`config.mk`:
```
export PLATFORM = sky130hd
export DESIGN_NAME = uart_fifo_ctrl
export DESIGN_NICKNAME = d
export VERILOG_FILES = /design/src/rtl/uart_fifo_ctrl.sv
export SDC_FILE = /design/constraint.sdc
export NUM_CORES = 1
export LEC_CHECK = 0
export BUFFER_PORTS_ARGS = -buffer_cell sky130_fd_sc_hd__clkbuf_2
export CAP_MARGIN = 20
export CORE_MARGIN = 4
export CORE_UTILIZATION = 51
export CTS_CLUSTER_SIZE = 12
export DETAILED_ROUTE_END_ITERATION = 8
export MAX_ROUTING_LAYER = met4
export PLACE_DENSITY = 0.76
export SLEW_MARGIN = 20
export SYNTH_ARGS = -nofsm -noshare
export SYNTH_HDL_FRONTEND = slang
export SYNTH_SLANG_ARGS = --single-unit
```
`constraint.sdc`:
```
create_clock -name clk -period 8.42 [get_ports clk]
set_input_delay 1.684 -clock clk [delete_from_list [all_inputs] [get_ports clk]]
set_output_delay 1.684 -clock clk [all_outputs]
set_load 0.02 [all_outputs]
```
`src/rtl/uart_fifo_ctrl.sv`:
```
// uart_fifo_ctrl: bus-mapped UART with TX/RX FIFOs, parity and
// stop-bit config, 16x oversampled receiver and level interrupt.
// Ports: clk, rst_n (async low); bus req/we/addr/wdata -> gnt,
// rvalid/rdata/err; serial sin (async) in, sout out; irq level.

module uart_fifo #(
  parameter int DEPTH = 8
) (
  input  logic                     clk,
  input  logic                     rst_n,
  input  logic                     push_i,
  input  logic                     pop_i,
  input  logic [7:0]               wdata_i,
  output logic [7:0]               rdata_o,
  output logic [$clog2(DEPTH):0]   level_o,
  output logic                     full_o,
  output logic                     empty_o
);
  localparam int AW = $clog2(DEPTH);

  logic [7:0]  mem_q [DEPTH];
  logic [AW:0] wptr_q, rptr_q;

  // Extra pointer bit keeps full and empty distinct.
  assign level_o = wptr_q - rptr_q;
  assign empty_o = (level_o == '0);
  assign full_o  = (level_o == (AW+1)'(DEPTH));
  assign rdata_o = mem_q[rptr_q[AW-1:0]];

  always_ff @(posedge clk) begin
    if (push_i) mem_q[wptr_q[AW-1:0]] <= wdata_i;
  end

  always_ff @(posedge clk or negedge rst_n) begin
    if (!rst_n) begin
      wptr_q <= '0;
      rptr_q <= '0;
    end else begin
      if (push_i) wptr_q <= wptr_q + (AW+1)'(1);
      if (pop_i)  rptr_q <= rptr_q + (AW+1)'(1);
    end
  end
endmodule

module uart_fifo_ctrl #(
  parameter int TX_DEPTH  = 8,
  parameter int RX_DEPTH  = 8,
  parameter int CDR_WIDTH = 16
) (
  input  logic        clk,
  input  logic        rst_n,
  input  logic        req,
  input  logic        we,
  input  logic [31:0] addr,
  input  logic [31:0] wdata,
  output logic        gnt,
  output logic        rvalid,
  output logic [31:0] rdata,
  output logic        err,
  input  logic        sin,
  output logic        sout,
  output logic        irq
);
  localparam int TLW = $clog2(TX_DEPTH) + 1;
  localparam int RLW = $clog2(RX_DEPTH) + 1;

  typedef enum logic [2:0] {
    T_IDLE, T_START, T_DATA, T_PAR, T_STOP1, T_STOP2
  } tx_st_e;

  typedef enum logic [2:0] {
    R_IDLE, R_START, R_DATA, R_PAR, R_STOP
  } rx_st_e;

  // Bus decode
  logic [2:0] off;
  logic       wr, rd;
  logic       wr_cr, wr_sr, wr_tdr, wr_cdr, rd_rdr;

  assign off    = addr[4:2];
  assign wr     = req & we;
  assign rd     = req & ~we;
  assign wr_cr  = wr & (off == 3'd0);
  assign wr_sr  = wr & (off == 3'd1);
  assign wr_tdr = wr & (off == 3'd2);
  assign rd_rdr = rd & (off == 3'd3);
  assign wr_cdr = wr & (off == 3'd4);
  assign gnt    = req;
  assign err    = 1'b0;

  logic unused_bits;
  assign unused_bits = ^{addr[31:5], addr[1:0], wdata};

  // Config
  logic [6:0]           cr_q;
  logic [CDR_WIDTH-1:0] cdr_q, presc_q;
  logic en, par_en, par_odd, stop2;
  logic rxne_ie, txe_ie, err_ie;

  assign en      = cr_q[0];
  assign par_en  = cr_q[1];
  assign par_odd = cr_q[2];
  assign stop2   = cr_q[3];
  assign rxne_ie = cr_q[4];
  assign txe_ie  = cr_q[5];
  assign err_ie  = cr_q[6];

  // Oversample tick; a CDR write restarts all timing.
  logic tick;
  assign tick = en & ~wr_cdr & (presc_q == cdr_q);

  always_ff @(posedge clk or negedge rst_n) begin
    if (!rst_n) begin
      presc_q <= '0;
    end else if (!en || wr_cdr || presc_q == cdr_q) begin
      presc_q <= '0;
    end else begin
      presc_q <= presc_q + CDR_WIDTH'(1);
    end
  end

  // FIFOs
  logic           tx_push, tx_pop, tx_full, tx_empty;
  logic [7:0]     tx_head;
  logic [TLW-1:0] tx_level;
  logic           rx_push, rx_pop, rx_full, rx_empty;
  logic [7:0]     rx_head, rx_byte;
  logic [RLW-1:0] rx_level;

  uart_fifo #(.DEPTH(TX_DEPTH)) u_txf (
    .clk(clk), .rst_n(rst_n),
    .push_i(tx_push), .pop_i(tx_pop),
    .wdata_i(wdata[7:0]), .rdata_o(tx_head),
    .level_o(tx_level), .full_o(tx_full),
    .empty_o(tx_empty)
  );

  uart_fifo #(.DEPTH(RX_DEPTH)) u_rxf (
    .clk(clk), .rst_n(rst_n),
    .push_i(rx_push), .pop_i(rx_pop),
    .wdata_i(rx_byte), .rdata_o(rx_head),
    .level_o(rx_level), .full_o(rx_full),
    .empty_o(rx_empty)
  );

  // TX FSM
  tx_st_e     tx_state_q, tx_state_d;
  logic [3:0] tx_tcnt_q, tx_tcnt_d;
  logic [2:0] tx_bit_q, tx_bit_d;
  logic [7:0] tx_sh_q, tx_sh_d;
  logic       tx_load, tx_last, txact, tx_out;

  assign tx_last = (tx_tcnt_q == 4'd15);
  assign txact   = (tx_state_q != T_IDLE);

  always_ff @(posedge clk or negedge rst_n) begin
    if (!rst_n) begin
      tx_state_q <= T_IDLE;
      tx_tcnt_q  <= '0;
      tx_bit_q   <= '0;
      tx_sh_q    <= '0;
    end else begin
      tx_state_q <= tx_state_d;
      tx_tcnt_q  <= tx_tcnt_d;
      tx_bit_q   <= tx_bit_d;
      tx_sh_q    <= tx_sh_d;
    end
  end

  always_comb begin
    tx_state_d = tx_state_q;
    tx_tcnt_d  = tx_tcnt_q;
    tx_bit_d   = tx_bit_q;
    tx_sh_d    = tx_sh_q;
    tx_load    = 1'b0;
    tx_pop     = 1'b0;
    if (!en) begin
      tx_state_d = T_IDLE;
      tx_tcnt_d  = '0;
      tx_bit_d   = '0;
    end else if (wr_cdr) begin
      tx_tcnt_d = '0;
    end else if (tick) begin
      tx_tcnt_d = tx_tcnt_q + 4'd1;
      unique case (tx_state_q)
        T_IDLE:  tx_load = 1'b1;
        T_START: begin
          if (tx_last) begin
            tx_state_d = T_DATA;
            tx_bit_d   = '0;
          end
        end
        T_DATA: begin
          if (tx_last) begin
            tx_bit_d = tx_bit_q + 3'd1;
            if (tx_bit_q == 3'd7)
              tx_state_d = par_en ? T_PAR : T_STOP1;
          end
        end
        T_PAR:   if (tx_last) tx_state_d = T_STOP1;
        T_STOP1: begin
          if (tx_last) begin
            if (stop2) tx_state_d = T_STOP2;
            else       tx_load    = 1'b1;
          end
        end
        T_STOP2: if (tx_last) tx_load = 1'b1;
        default: tx_state_d = T_IDLE;
      endcase
      // Frame boundary: chain straight into the next byte.
      if (tx_load) begin
        tx_tcnt_d = '0;
        if (!tx_empty) begin
          tx_state_d = T_START;
          tx_pop     = 1'b1;
          tx_sh_d    = tx_head;
        end else begin
          tx_state_d = T_IDLE;
        end
      end
    end
  end

  always_comb begin
    tx_out = 1'b1;
    unique case (tx_state_q)
      T_START: tx_out = 1'b0;
      T_DATA:  tx_out = tx_sh_q[tx_bit_q];
      T_PAR:   tx_out = ^tx_sh_q ^ par_odd;
      default: tx_out = 1'b1;
    endcase
    if (!en) tx_out = 1'b1;
  end

  assign sout = tx_out;

  logic tx_acc, txovr_set;
  assign tx_acc    = ~tx_full | tx_pop;
  assign tx_push   = wr_tdr & tx_acc;
  assign txovr_set = wr_tdr & ~tx_acc;

  // RX synchroniser and FSM
  logic rx_s1_q, rx_s;
  always_ff @(posedge clk or negedge rst_n) begin
    if (!rst_n) begin
      rx_s1_q <= 1'b1;
      rx_s    <= 1'b1;
    end else begin
      rx_s1_q <= sin;
      rx_s    <= rx_s1_q;
    end
  end

  rx_st_e     rx_state_q, rx_state_d;
  logic [3:0] rx_tcnt_q, rx_tcnt_d;
  logic [2:0] rx_bit_q, rx_bit_d;
  logic [7:0] rx_sh_q, rx_sh_d;
  logic       rx_pbad_q, rx_pbad_d;
  logic       rx_done, rx_last;

  assign rx_last = (rx_tcnt_q == 4'd15);
  assign rx_byte = rx_sh_q;

  always_ff @(posedge clk or negedge rst_n) begin
    if (!rst_n) begin
      rx_state_q <= R_IDLE;
      rx_tcnt_q  <= '0;
      rx_bit_q   <= '0;
      rx_sh_q    <= '0;
      rx_pbad_q  <= 1'b0;
    end else begin
      rx_state_q <= rx_state_d;
      rx_tcnt_q  <= rx_tcnt_d;
      rx_bit_q   <= rx_bit_d;
      rx_sh_q    <= rx_sh_d;
      rx_pbad_q  <= rx_pbad_d;
    end
  end

  always_comb begin
    rx_state_d = rx_state_q;
    rx_tcnt_d  = rx_tcnt_q;
    rx_bit_d   = rx_bit_q;
    rx_sh_d    = rx_sh_q;
    rx_pbad_d  = rx_pbad_q;
    rx_done    = 1'b0;
    if (!en) begin
      rx_state_d = R_IDLE;
      rx_tcnt_d  = '0;
      rx_bit_d   = '0;
    end else if (wr_cdr) begin
      rx_tcnt_d = '0;
    end else if (tick) begin
      rx_tcnt_d = rx_tcnt_q + 4'd1;
      unique case (rx_state_q)
        R_IDLE: begin
          rx_tcnt_d = '0;
          if (!rx_s) rx_state_d = R_START;
        end
        // Re-check the start bit at its middle.
        R_START: begin
          if (rx_tcnt_q == 4'd7) begin
            rx_tcnt_d = '0;
            rx_bit_d  = '0;
            rx_pbad_d = 1'b0;
            rx_state_d = rx_s ? R_IDLE : R_DATA;
          end
        end
        R_DATA: begin
          if (rx_last) begin
            rx_sh_d[rx_bit_q] = rx_s;
            rx_bit_d = rx_bit_q + 3'd1;
            if (rx_bit_q == 3'd7)
              rx_state_d = par_en ? R_PAR : R_STOP;
          end
        end
        R_PAR: begin
          if (rx_last) begin
            rx_pbad_d  = rx_s ^ ^rx_sh_q ^ par_odd;
            rx_state_d = R_STOP;
          end
        end
        R_STOP: begin
          if (rx_last) begin
            rx_done    = 1'b1;
            rx_state_d = R_IDLE;
          end
        end
        default: rx_state_d = R_IDLE;
      endcase
    end
  end

  logic rx_good, rx_acc;
  logic ferr_set, perr_set, rxovr_set;
  assign ferr_set  = rx_done & ~rx_s;
  assign perr_set  = rx_done & rx_s & rx_pbad_q;
  assign rx_good   = rx_done & rx_s & ~rx_pbad_q;
  assign rx_pop    = rd_rdr & ~rx_empty;
  assign rx_acc    = ~rx_full | rx_pop;
  assign rx_push   = rx_good & rx_acc;
  assign rxovr_set = rx_good & ~rx_acc;

  // Registers and sticky flags (set beats clear)
  logic rxovr_q, perr_q, ferr_q, txovr_q;
  logic irq_q, irq_d;
  logic rvalid_q;
  logic [31:0] rdata_q, rd_val;

  always_ff @(posedge clk or negedge rst_n) begin
    if (!rst_n) begin
      cr_q    <= '0;
      cdr_q   <= '0;
      rxovr_q <= 1'b0;
      perr_q  <= 1'b0;
      ferr_q  <= 1'b0;
      txovr_q <= 1'b0;
    end else begin
      if (wr_cr)  cr_q  <= wdata[6:0];
      if (wr_cdr) cdr_q <= wdata[CDR_WIDTH-1:0];
      rxovr_q <= rxovr_set | (rxovr_q & ~(wr_sr & wdata[5]));
      perr_q  <= perr_set  | (perr_q  & ~(wr_sr & wdata[6]));
      ferr_q  <= ferr_set  | (ferr_q  & ~(wr_sr & wdata[7]));
      txovr_q <= txovr_set | (txovr_q & ~(wr_sr & wdata[8]));
    end
  end

  always_comb begin
    rd_val = '0;
    unique case (off)
      3'd0: rd_val = {25'd0, cr_q};
      3'd1: rd_val = {23'd0, txovr_q, ferr_q, perr_q,
                      rxovr_q, rx_full, tx_empty, tx_full,
                      ~rx_empty, txact};
      3'd3: rd_val = {24'd0, rx_empty ? 8'd0 : rx_head};
      3'd4: rd_val = 32'(cdr_q);
      3'd5: rd_val = {8'd0, 8'(rx_level),
                      8'd0, 8'(tx_level)};
      default: rd_val = '0;
    endcase
  end

  assign irq_d = (rxne_ie & ~rx_empty)
               | (txe_ie & tx_empty & ~txact)
               | (err_ie & (rxovr_q | perr_q | ferr_q | txovr_q));

  always_ff @(posedge clk or negedge rst_n) begin
    if (!rst_n) begin
      rvalid_q <= 1'b0;
      rdata_q  <= '0;
      irq_q    <= 1'b0;
    end else begin
      rvalid_q <= req;
      rdata_q  <= rd ? rd_val : '0;
      irq_q    <= irq_d;
    end
  end

  assign rvalid = rvalid_q;
  assign rdata  = rdata_q;
  assign irq    = irq_q;
endmodule

```
==> flow_metrics.py, run 1 <==
metrics = {
    "status": {
        "outcome": "completed",
    },
    "yosys": {
        "synth_seq_area_share_pct": 59.3,
        "synthCells": 879,
        "synth-main-ff-cell": "edfxtp_1",
        "synth_top_family_by_area": "simple AND/OR/NAND/NOR gates",
        "ys_warn_count": 0,
        "synth_xor_area_share_pct": 5.24,
        "synthMuxAreaShare_pct": 9.85,
        "syn-cell-area_um2": 11600,
        "yosysUniqueCellTypes": 75,
        "synth-simple-area-share_pct": 13.2,
        "synth-edff-count": 128,
        "synth-compound-area-share_pct": 6.76,
        "syn_avg_cell_area_um2": 13.1,
        "synth_adder_area_share_pct": 2.19,
        "ys_async_sr_fraction_pct": 48.4,
        "ys_seq_elements": 248,
    },
    "drt": {
        "vias_per_cell": 5.95,
        "wl_mm": 25.5,
        "via_count": 7329,
        "antenna_left": 0,
        "dr.pass1.iters": 5,
        "drc": 0,
        "avgRoutedWirePerCell_um": 20.7,
        "dr.first_iter.drc_count": 711,
    },
    "sta": {
        "max_freq_ghz": 0.242,
        "hold_viol": 0,
        "holdWs_ns": 0.362,
        "period_needed_ns": 4.13,
        "setup_viol": 0,
        "clock_skew_ns": 0.0139,
        "worstMarginPinSlew_ns": 1.03,
        "fin_setup_tns_ns": 0,
        "slew_headroom_pct": 31.2,
        "rsz0062_at_grt": "false",
        "period_share_pct": 49.0,
        "slew_viol_final": 0,
    },
    "cells_and_area": {
        "utilization_pct": 58.6,
        "nets": 1019,
        "syn_to_final_growth_pct": 11.8,
        "layout-drive-gt1-share_pct": 18.8,
        "stdcell_area_um2": 12900,
        "antenna_cells": 0,
    },
    "global_routing": {
        "antenna_found_initial": 0,
        "grt_use_met1_pct": 28.3,
        "grt_max_degree": 74,
        "met3_usage_pct": 3.07,
        "grt_usage_pct": 21.3,
        "grt_pass1_wl_mm": 40.6,
        "grt_most_used_layer": "met2",
        "first_global_vias": 7348,
        "grtUsageMet2_pct": 34.5,
        "overflow": 0,
    },
    "clock_network": {
        "clk_pin_slew_ns": 0.06,
        "cts_made_buffers": 27,
        "hold_buffers": 0,
        "post-cts-setup-buffers": 0,
        "ctsRootBufferMaster": "clkbuf_16",
        "htreeDepth": 1,
        "cts.sinks": 248,
        "cts_resized": 0,
        "clock_latency_ns": 0.54,
        "clock_path_buffers": 3,
        "cts_tree": "yes",
    },
    "power": {
        "seq_power_share_pct": 46.2,
        "p_sw_uw": 806,
        "powerDensity_nw_per_um2": 236,
        "leakage_nw": 5.37,
        "p_int_mw": 2.24,
        "pwr-share-comb_pct": 14.5,
        "totalPowerFinal_mw": 3.05,
        "ir_drop_mv": 0.142,
        "swShare_pct": 26.4,
        "clock_power_share_pct": 39.3,
    },
    "setup_path": {
        "cp_cell_sequence": "xnor2_1, xnor3_1, xnor2_1, nand2_1, a32oi_1, clkbuf_2",
        "cp_data_arrival_time_ns": 2.44,
        "cp_common_cell": "xnor2_1",
        "r2r_slack_ns": 4.79,
        "crit_path_max_incr_delay_ns": 0.46,
        "crit_type": "reg2out",
        "crit_family": "XOR/XNOR gates",
        "cp_max_fo": 3,
        "critPathLaunchType": "register",
        "slowest_stage": "xnor3_1",
        "crit_buf_inv": 1,
        "cp.required_ns": 6.74,
        "endpoint_kind": "output pin",
    },
    "floorplanning": {
        "ioPinCount": 106,
        "die_area_um2": 25100,
        "start_util_pct": 52.5,
        "core_um2": 22000,
        "placementRows": 54,
        "die_w_um": 159,
        "die_h_um": 159,
    },
    "place": {
        "place.gp.congestion": 0.853,
        "dpl.hpwl_mm": 17.1,
        "io_buffer_count": 47,
        "place_area_um2": 12000,
    },
    "job": {
        "drv_cap": 0,
    },
    "hold_path": {
        "hold_path.class": "reg2reg",
    },
}
==> per-stage QoR <==
step                cells  setup WS, ns
floorplan             891          4.53
global placement     1182          3.98
detailed placement   1182          3.94
CTS                  1232          4.25
global route         1232          4.12
finish               1232          4.29
==> worst paths after layout <==
path | start | end | cells past startpoint
setup / recovery | tx_sh_q[3]$_DFFE_PN0P_ | sout | 6
hold / removal | rx_s1_q$_DFF_PN1_ | rx_s$_DFF_PN1_ | 0
setup reg to reg | u_rxf.rptr_q[1]$_DFFE_PN0P_ | u_rxf.mem_q[2][0]$_DFFE_PP_ | 7
hold reg to reg | rx_s1_q$_DFF_PN1_ | rx_s$_DFF_PN1_ | 0
max in group asynchronous | rst_n | rx_bit_q[2]$_DFFE_PN0P_ | 2
min in group asynchronous | rst_n | presc_q[14]$_DFF_PN0_ | 1
==> sequential cells by signal, summed over array words and instances (netlist names), 4 cells and up <==
signal / cells
rdata: 20
u_txf.wptr_q: 4
u_txf.rptr_q: 4
rx_tcnt_q: 4
presc_q: 16
cr_q: 7
tx_tcnt_q: 4
cdr_q: 16
u_rxf.rptr_q: 4
u_rxf.mem_q: 64
tx_sh_q: 8
u_rxf.wptr_q: 4
u_txf.mem_q: 64
rx_byte: 8
==> placed cells by master (no fill, tap or decap), types with 18 or more instances in the layout <==
cell and n:
mux4_2 35, a21oi_1 20, buf_4 18, nor3_1 18
nand3_1 26, nor2_1 53, inv_1 21, clkbuf_16 27
edfxtp_1 128, mux2_2 23, dfrtp_1 118, xor2_1 29
xnor2_1 35, nand2_1 111, clkbuf_2 46
==> kinds of logic (layout without fill, tap and decap cells) <==
group | Yosys count | after routing
other | 1 | 13
and+or+nand+nor | 300 | 300
AOI/OAI and AO/OA | 102 | 102
xor gates and xnor gates | 66 | 66
buffers and inverters | 76 | 137
adders and majority gates | 19 | 19
muxes | 67 | 67
DFF | 248 | 248
==> layer usage <==
| metal | vias to the layer above | share of wire, % |
|---|---|---|
| li1 | 3341 | - |
| met1 | 3699 | 41 |
| met2 | 234 | 50 |
| met3 | 55 | 5.5 |
| met4 | 0 | 3.1 |
| met5 | - | 0 |
==> area by class of cell <==
cell class / count / area, µm²
fillers: 1706 / 9110
flip-flops and latches: 248 / 6850
multi-input cells: 567 / 4370
clock buffers: 41 / 728
repair buffers: 64 / 365
well taps: 280 / 350
clock inverters: 9 / 163
inverters: 23 / 86.3
==> synthesized netlist by cell type (6+ instances only) <==
master / count / area, µm²
inv_1: 21 / 78.8
a21oi_1: 20 / 100
dfrtp_1: 118 / 2950
clkbuf_1: 13 / 48.8
nor3_1: 19 / 95.1
a32o_1: 9 / 90.1
o21ai_0: 12 / 60.1
nand3b_1: 7 / 52.6
nor2_1: 53 / 199
nand4_1: 9 / 56.3
edfxtp_1: 128 / 3840
ha_1: 17 / 213
xor2_1: 29 / 254
nor2b_1: 6 / 37.5
buf_1: 8 / 30.0
and2_1: 10 / 62.6
o41ai_1: 6 / 52.6
nor4_1: 15 / 93.8
xnor2_1: 35 / 307
and3_1: 9 / 56.3
a22oi_1: 7 / 52.6
mux4_2: 35 / 788
mux2_2: 23 / 259
buf_4: 17 / 128
buf_2: 10 / 50.1
nand2_1: 111 / 417
nand3_1: 26 / 130
mux2i_1: 8 / 80.1
==> power groups by stage <==
stage	registers (mW)	clock network, mW	logic (mW)
2_1_floorplan	1.40	0	0.327
3_3_place_gp	1.43	0	0.428
3_5_place_dp	1.43	0	0.438
4_1_cts	1.41	1.21	0.443
5_1_grt	1.41	1.28	0.486
6_report	1.41	1.20	0.443
Power figures use the tool's default switching activity.
==> inputs of run 2 (changes only) <==
==> constraint.sdc (replaced) <==
create_clock -name clk -period 4.2 [get_ports clk]
set_input_delay 0.84 -clock clk [delete_from_list [all_inputs] [get_ports clk]]
set_output_delay 0.84 -clock clk [all_outputs]
set_load 0.02 [all_outputs]
==> run 2 against run 1 <==
Cell area barely moved. Setup slack worse by 3.3 ns. Register-to-register slack got worse by 3.8 ns. Global-route usage down 0.20 points. Utilization fell by 0.051 points. Critical path type is now reg2reg. Routed wire length down 0.55%. Non-clock buffer count grew 7. Critical endpoint is now u_txf.mem_q[5][3]$_DFFE_PP_. Total power grew 94%. Clock skew is 0.0017 ns higher. Via count is 0.25% higher.
==> flow_metrics.py, run 2 (synthesis gave the netlist of run 1 again) <==
metrics = {
    "setup_path": {
        "critPathLaunchType": "register",
        "cp.required_ns": 4.48,
        "cp_max_fo": 11,
        "cp_data_arrival_time_ns": 3.48,
        "crit_type": "reg2reg",
        "endpoint_kind": "register",
    },
    "status": {
        "outcome": "completed",
    },
    "global_routing": {
        "first_global_vias": 7425,
        "grtUsageMet2_pct": 34.7,
        "grt_use_met1_pct": 27.5,
        "met3_usage_pct": 2.94,
        "grt_most_used_layer": "met2",
        "overflow": 0,
        "antenna_found_initial": 0,
        "grt_max_degree": 70,
        "grt_pass1_wl_mm": 40.1,
        "grt_usage_pct": 21.1,
    },
    "floorplanning": {
        "core_um2": 22000,
        "die_h_um": 159,
        "die_area_um2": 25100,
        "placementRows": 54,
        "start_util_pct": 52.5,
        "ioPinCount": 106,
        "die_w_um": 159,
    },
    "drt": {
        "drc": 0,
        "dr.first_iter.drc_count": 654,
        "wl_mm": 25.3,
        "avgRoutedWirePerCell_um": 20.5,
        "antenna_left": 0,
        "dr.pass1.iters": 5,
        "vias_per_cell": 5.94,
        "via_count": 7347,
    },
    "sta": {
        "worstMarginPinSlew_ns": 0.846,
        "hold_viol": 0,
        "setup_viol": 0,
        "period_share_pct": 76.3,
        "setup_ws_ns": 0.995,
        "fin_setup_tns_ns": 0,
        "rsz0062_at_grt": "false",
        "period_needed_ns": 3.20,
        "max_freq_ghz": 0.312,
        "clock_skew_ns": 0.0155,
        "slew_headroom_pct": 43.2,
        "slew_viol_final": 0,
    },
    "cells_and_area": {
        "syn_to_final_growth_pct": 11.7,
        "final_cell_mix": "edfxtp_1, dfrtp_1, nand2_1",
        "fillerInstances": 1678,
        "antenna_cells": 0,
        "stdcell_area_um2": 12900,
        "layout-drive-gt1-share_pct": 18.9,
        "fin_cells": 1237,
        "nets": 1025,
        "layout_commonest_cell": "edfxtp_1",
    },
    "place": {
        "post-place-cells": 1189,
        "place_ws_ns": 0.794,
        "place_area_um2": 12100,
        "dpl.hpwl_mm": 17.2,
        "io_buffer_count": 47,
        "place.gp.congestion": 0.901,
    },
    "power": {
        "powerDensity_nw_per_um2": 458,
        "totalPowerFinal_mw": 5.91,
        "ir_drop_mv": 0.290,
        "leakage_nw": 5.37,
    },
    "clock_network": {
        "clock_path_buffers": 3,
        "cts_made_buffers": 26,
        "clock_latency_ns": 0.53,
        "ctsRootBufferMaster": "clkbuf_16",
        "hold_buffers": 0,
        "htreeDepth": 1,
        "cts.sinks": 248,
        "cts_tree": "yes",
        "post-cts-setup-buffers": 0,
        "cts_resized": 0,
        "clk_pin_slew_ns": 0.06,
    },
    "job": {
        "drv_cap": 0,
    },
    "hold_path": {
        "hold_path.class": "in2async",
    },
}
-- run 2: final cells by class --
type | count | area [µm²] | area share, %
Inverter | 23 | 86.3 | 0.669
Sequential cell | 248 | 6850 | 53.1
Tap cell | 280 | 350 | 2.72
Clock buffer | 41 | 717 | 5.56
Multi-Input combinational cell | 567 | 4380 | 33.9
Timing Repair Buffer | 71 | 430 | 3.34
Clock inverter | 7 | 93.8 | 0.727
-- run 2: path summary, 6_finish.rpt --
check | startpoint | to | slack (ns) | cells past startpoint
worst min-delay path | rst_n | rdata[15]$_DFF_PN0_ | 0.36 | 1
min in group clk | rx_s1_q$_DFF_PN1_ | rx_s$_DFF_PN1_ | 0.36 | 0
worst min register to register | rx_s1_q$_DFF_PN1_ | rx_s$_DFF_PN1_ | 0.36 | 0
max in group asynchronous | rst_n | u_txf.wptr_q[1]$_DFFE_PN0P_ | 3.02 | 2
worst max register to register | u_txf.rptr_q[2]$_DFFE_PN0P_ | u_txf.mem_q[5][3]$_DFFE_PP_ | 1.0 | 8
worst max-delay path | u_txf.rptr_q[2]$_DFFE_PN0P_ | u_txf.mem_q[5][3]$_DFFE_PP_ | 1.0 | 8
-- run 2: stage by stage --
stage / util, % / hold WS [ns]
3_3_place_gp: 54.8 / 0.346
6_report: 58.6 / 0.358
5_1_grt: 58.6 / 0.368
4_1_cts: 58.5 / 0.366
3_5_place_dp: 54.8 / 0.351
2_1_floorplan: - / 0.345
-- run 2: worst max-delay path, cell delays in order, from the launching register on --
cell and delay [ns]:
dfrtp_1 0.60, clkinv_1 0.37, ha_1 0.42, and3b_1 0.18, o21ai_0 0.38, nand3b_1 0.31
a22oi_4 0.40, nor3_1 0.10, buf_4 0.19
-- run 2: power by group --
part / leakage, nW / switching, mW / internal [mW]
Combinational: 2.05 / 0.502 / 0.386
Clock: 0.390 / 0.903 / 1.29
Sequential: 2.93 / 0.155 / 2.67
Total: 5.37 / 1.56 / 4.35
-- run 2: routing by layer --
metal / vias to the layer above / share of wire (%)
met1: 3732 / 42
met5: - / 0
met4: 0 / 3.0
met3: 58 / 4.4
met2: 209 / 50
li1: 3348 / -
==> inputs of run 3 (changes only) <==
==> constraint.sdc (replaced) <==
create_clock -name clk -period 3 [get_ports clk]
set_input_delay 0.6 -clock clk [delete_from_list [all_inputs] [get_ports clk]]
set_output_delay 0.6 -clock clk [all_outputs]
set_load 0.02 [all_outputs]
==> run 3 against run 2 <==
Via count hardly changed. Critical path depth is 2 lower. Global-route usage is 0.28 points higher. Critical endpoint is now sout. Largest power group unchanged. Highest routed layer unchanged.
==> flow_metrics.py, run 3 (synthesis gave the netlist of run 1 again) <==
metrics = {
    "status": {
        "outcome": "completed",
    },
    "setup_path": {
        "cp_cell_sequence": "xnor2_1, xnor3_1, xnor2_2, nand2_1, a32oi_2, clkbuf_8",
        "r2r_slack_ns": 0.18,
        "cp.required_ns": 2.40,
        "slowest_stage": "xnor3_1",
        "cp_max_fo": 3,
        "crit_path_max_incr_delay_ns": 0.45,
        "crit_family": "XOR/XNOR gates",
        "endpoint_kind": "output pin",
        "crit_type": "reg2out",
        "cp_data_arrival_time_ns": 2.35,
        "crit_buf_inv": 1,
        "critPathLaunchType": "register",
    },
    "cells_and_area": {
        "antenna_cells": 0,
        "layout-drive-gt1-share_pct": 22.1,
        "nets": 1043,
        "syn_to_final_growth_pct": 14.0,
        "layout_commonest_cell": "edfxtp_1",
        "final_cell_mix": "edfxtp_1, dfrtp_1, nand2_1",
        "utilization_pct": 59.8,
    },
    "sta": {
        "slew_headroom_pct": 45.6,
        "hold_viol": 0,
        "period_share_pct": 98.4,
        "worstMarginPinSlew_ns": 0.812,
        "clock_skew_ns": 0.0234,
        "rsz0062_at_grt": "true",
        "period_needed_ns": 2.95,
        "setup_viol": 0,
        "slew_viol_final": 0,
        "max_freq_ghz": 0.339,
        "setup_ws_ns": 0.0477,
    },
    "clock_network": {
        "cts_tree": "yes",
        "ctsRootBufferMaster": "clkbuf_16",
        "hold_buffers": 0,
        "htreeDepth": 1,
        "clk_pin_slew_ns": 0.06,
        "clock_path_buffers": 3,
        "cts_made_buffers": 27,
        "cts.sinks": 248,
        "clock_latency_ns": 0.54,
    },
    "power": {
        "totalPowerFinal_mw": 8.49,
        "swShare_pct": 26.7,
        "powerDensity_nw_per_um2": 644,
        "leakage_nw": 5.49,
        "ir_drop_mv": 0.483,
        "pwr-share-comb_pct": 16.7,
        "p_int_mw": 6.22,
        "seq_power_share_pct": 46.2,
        "clock_power_share_pct": 37.1,
        "p_sw_mw": 2.27,
    },
    "global_routing": {
        "grt_max_degree": 53,
        "first_global_vias": 7408,
        "grt_pass1_wl_mm": 40.9,
        "grt_usage_pct": 21.4,
        "antenna_found_initial": 0,
        "overflow": 0,
    },
    "drt": {
        "antenna_left": 0,
        "avgRoutedWirePerCell_um": 20.1,
        "drc": 0,
        "dr.pass1.iters": 7,
        "via_count": 7349,
        "wl_mm": 25.2,
        "dr.first_iter.drc_count": 658,
        "vias_per_cell": 5.86,
    },
    "place": {
        "io_buffer_count": 47,
        "place_ws_ns": 0.139,
        "dpl.hpwl_mm": 17.5,
        "place.gp.congestion": 0.932,
    },
    "floorplanning": {
        "ioPinCount": 106,
        "die_h_um": 159,
        "core_um2": 22000,
        "die_w_um": 159,
        "start_util_pct": 52.5,
        "placementRows": 54,
        "die_area_um2": 25100,
    },
    "job": {
        "drv_cap": 0,
    },
    "hold_path": {
        "hold_path.class": "in2async",
    },
}
run 3: metrics by stage:
| step | hold WS [ns] | std cells | area (µm²) | TNS (ns) |
|---|---|---|---|---|
| final | 0.0766 | 1255 | 13200 | 0 |
| after global routing | 0.110 | 1255 | 13200 | -0.0500 |
| after CTS | 0.0774 | 1255 | 13200 | 0 |
| after detailed placement | 0.347 | 1206 | 12300 | 0 |
| after global placement | 0.346 | 1206 | 12300 | 0 |
| after floorplan | 0.304 | 891 | 11700 | -9.00 |
run 3: metal layers:
metal / GRT usage [%] / wire [µm] / up-vias
met1: 28.5 / 10700 / 3722
met5: - / 0 / -
met4: 5.89 / 709 / 0
li1: - / - / 3381
met3: 2.39 / 1040 / 53
met2: 35.4 / 12700 / 193
run 3: power groups by stage:
| stage | clock [mW] | combinational (mW) | sequential, mW |
|---|---|---|---|
| floorplan | 0 | 0.950 | 3.95 |
| global placement | 0 | 1.33 | 3.97 |
| detailed placement | 0 | 1.36 | 3.98 |
| CTS | 3.21 | 1.43 | 3.92 |
| global route | 3.35 | 1.55 | 3.94 |
| finish | 3.15 | 1.42 | 3.93 |
run 3: final cells by class:
| type | instances | area [µm²] |
|---|---|---|
| Clock inverter | 11 | 113 |
| Multi-Input combinational cell | 567 | 4470 |
| Sequential cell | 248 | 6850 |
| Clock buffer | 38 | 727 |
| Timing Repair Buffer | 88 | 579 |
| Tap cell | 280 | 350 |
| Inverter | 23 | 86.3 |
| Fill cell | 1679 | 8850 |
run 3: timing repair:
item,in CTS,in global routing
pin swaps,2,2
buffers inserted,0,0
setup endpoints to repair,1,9
gates resized for setup,5,0
run 3: final timing paths:
kind	start	end	depth (start not counted)
min in group clk	sin	rx_s1_q$_DFF_PN1_	1
worst max-delay path	tx_sh_q[4]$_DFFE_PN0P_	sout	6
max in group asynchronous	rst_n	cr_q[5]$_DFFE_PN0P_	2
worst max register to register	u_txf.rptr_q[2]$_DFFE_PN0P_	u_txf.mem_q[1][1]$_DFFE_PP_	8
worst min register to register	rx_s1_q$_DFF_PN1_	rx_s$_DFF_PN1_	0
worst min-delay path	rst_n	tx_state_q[1]$_DFFE_PN0P_	1
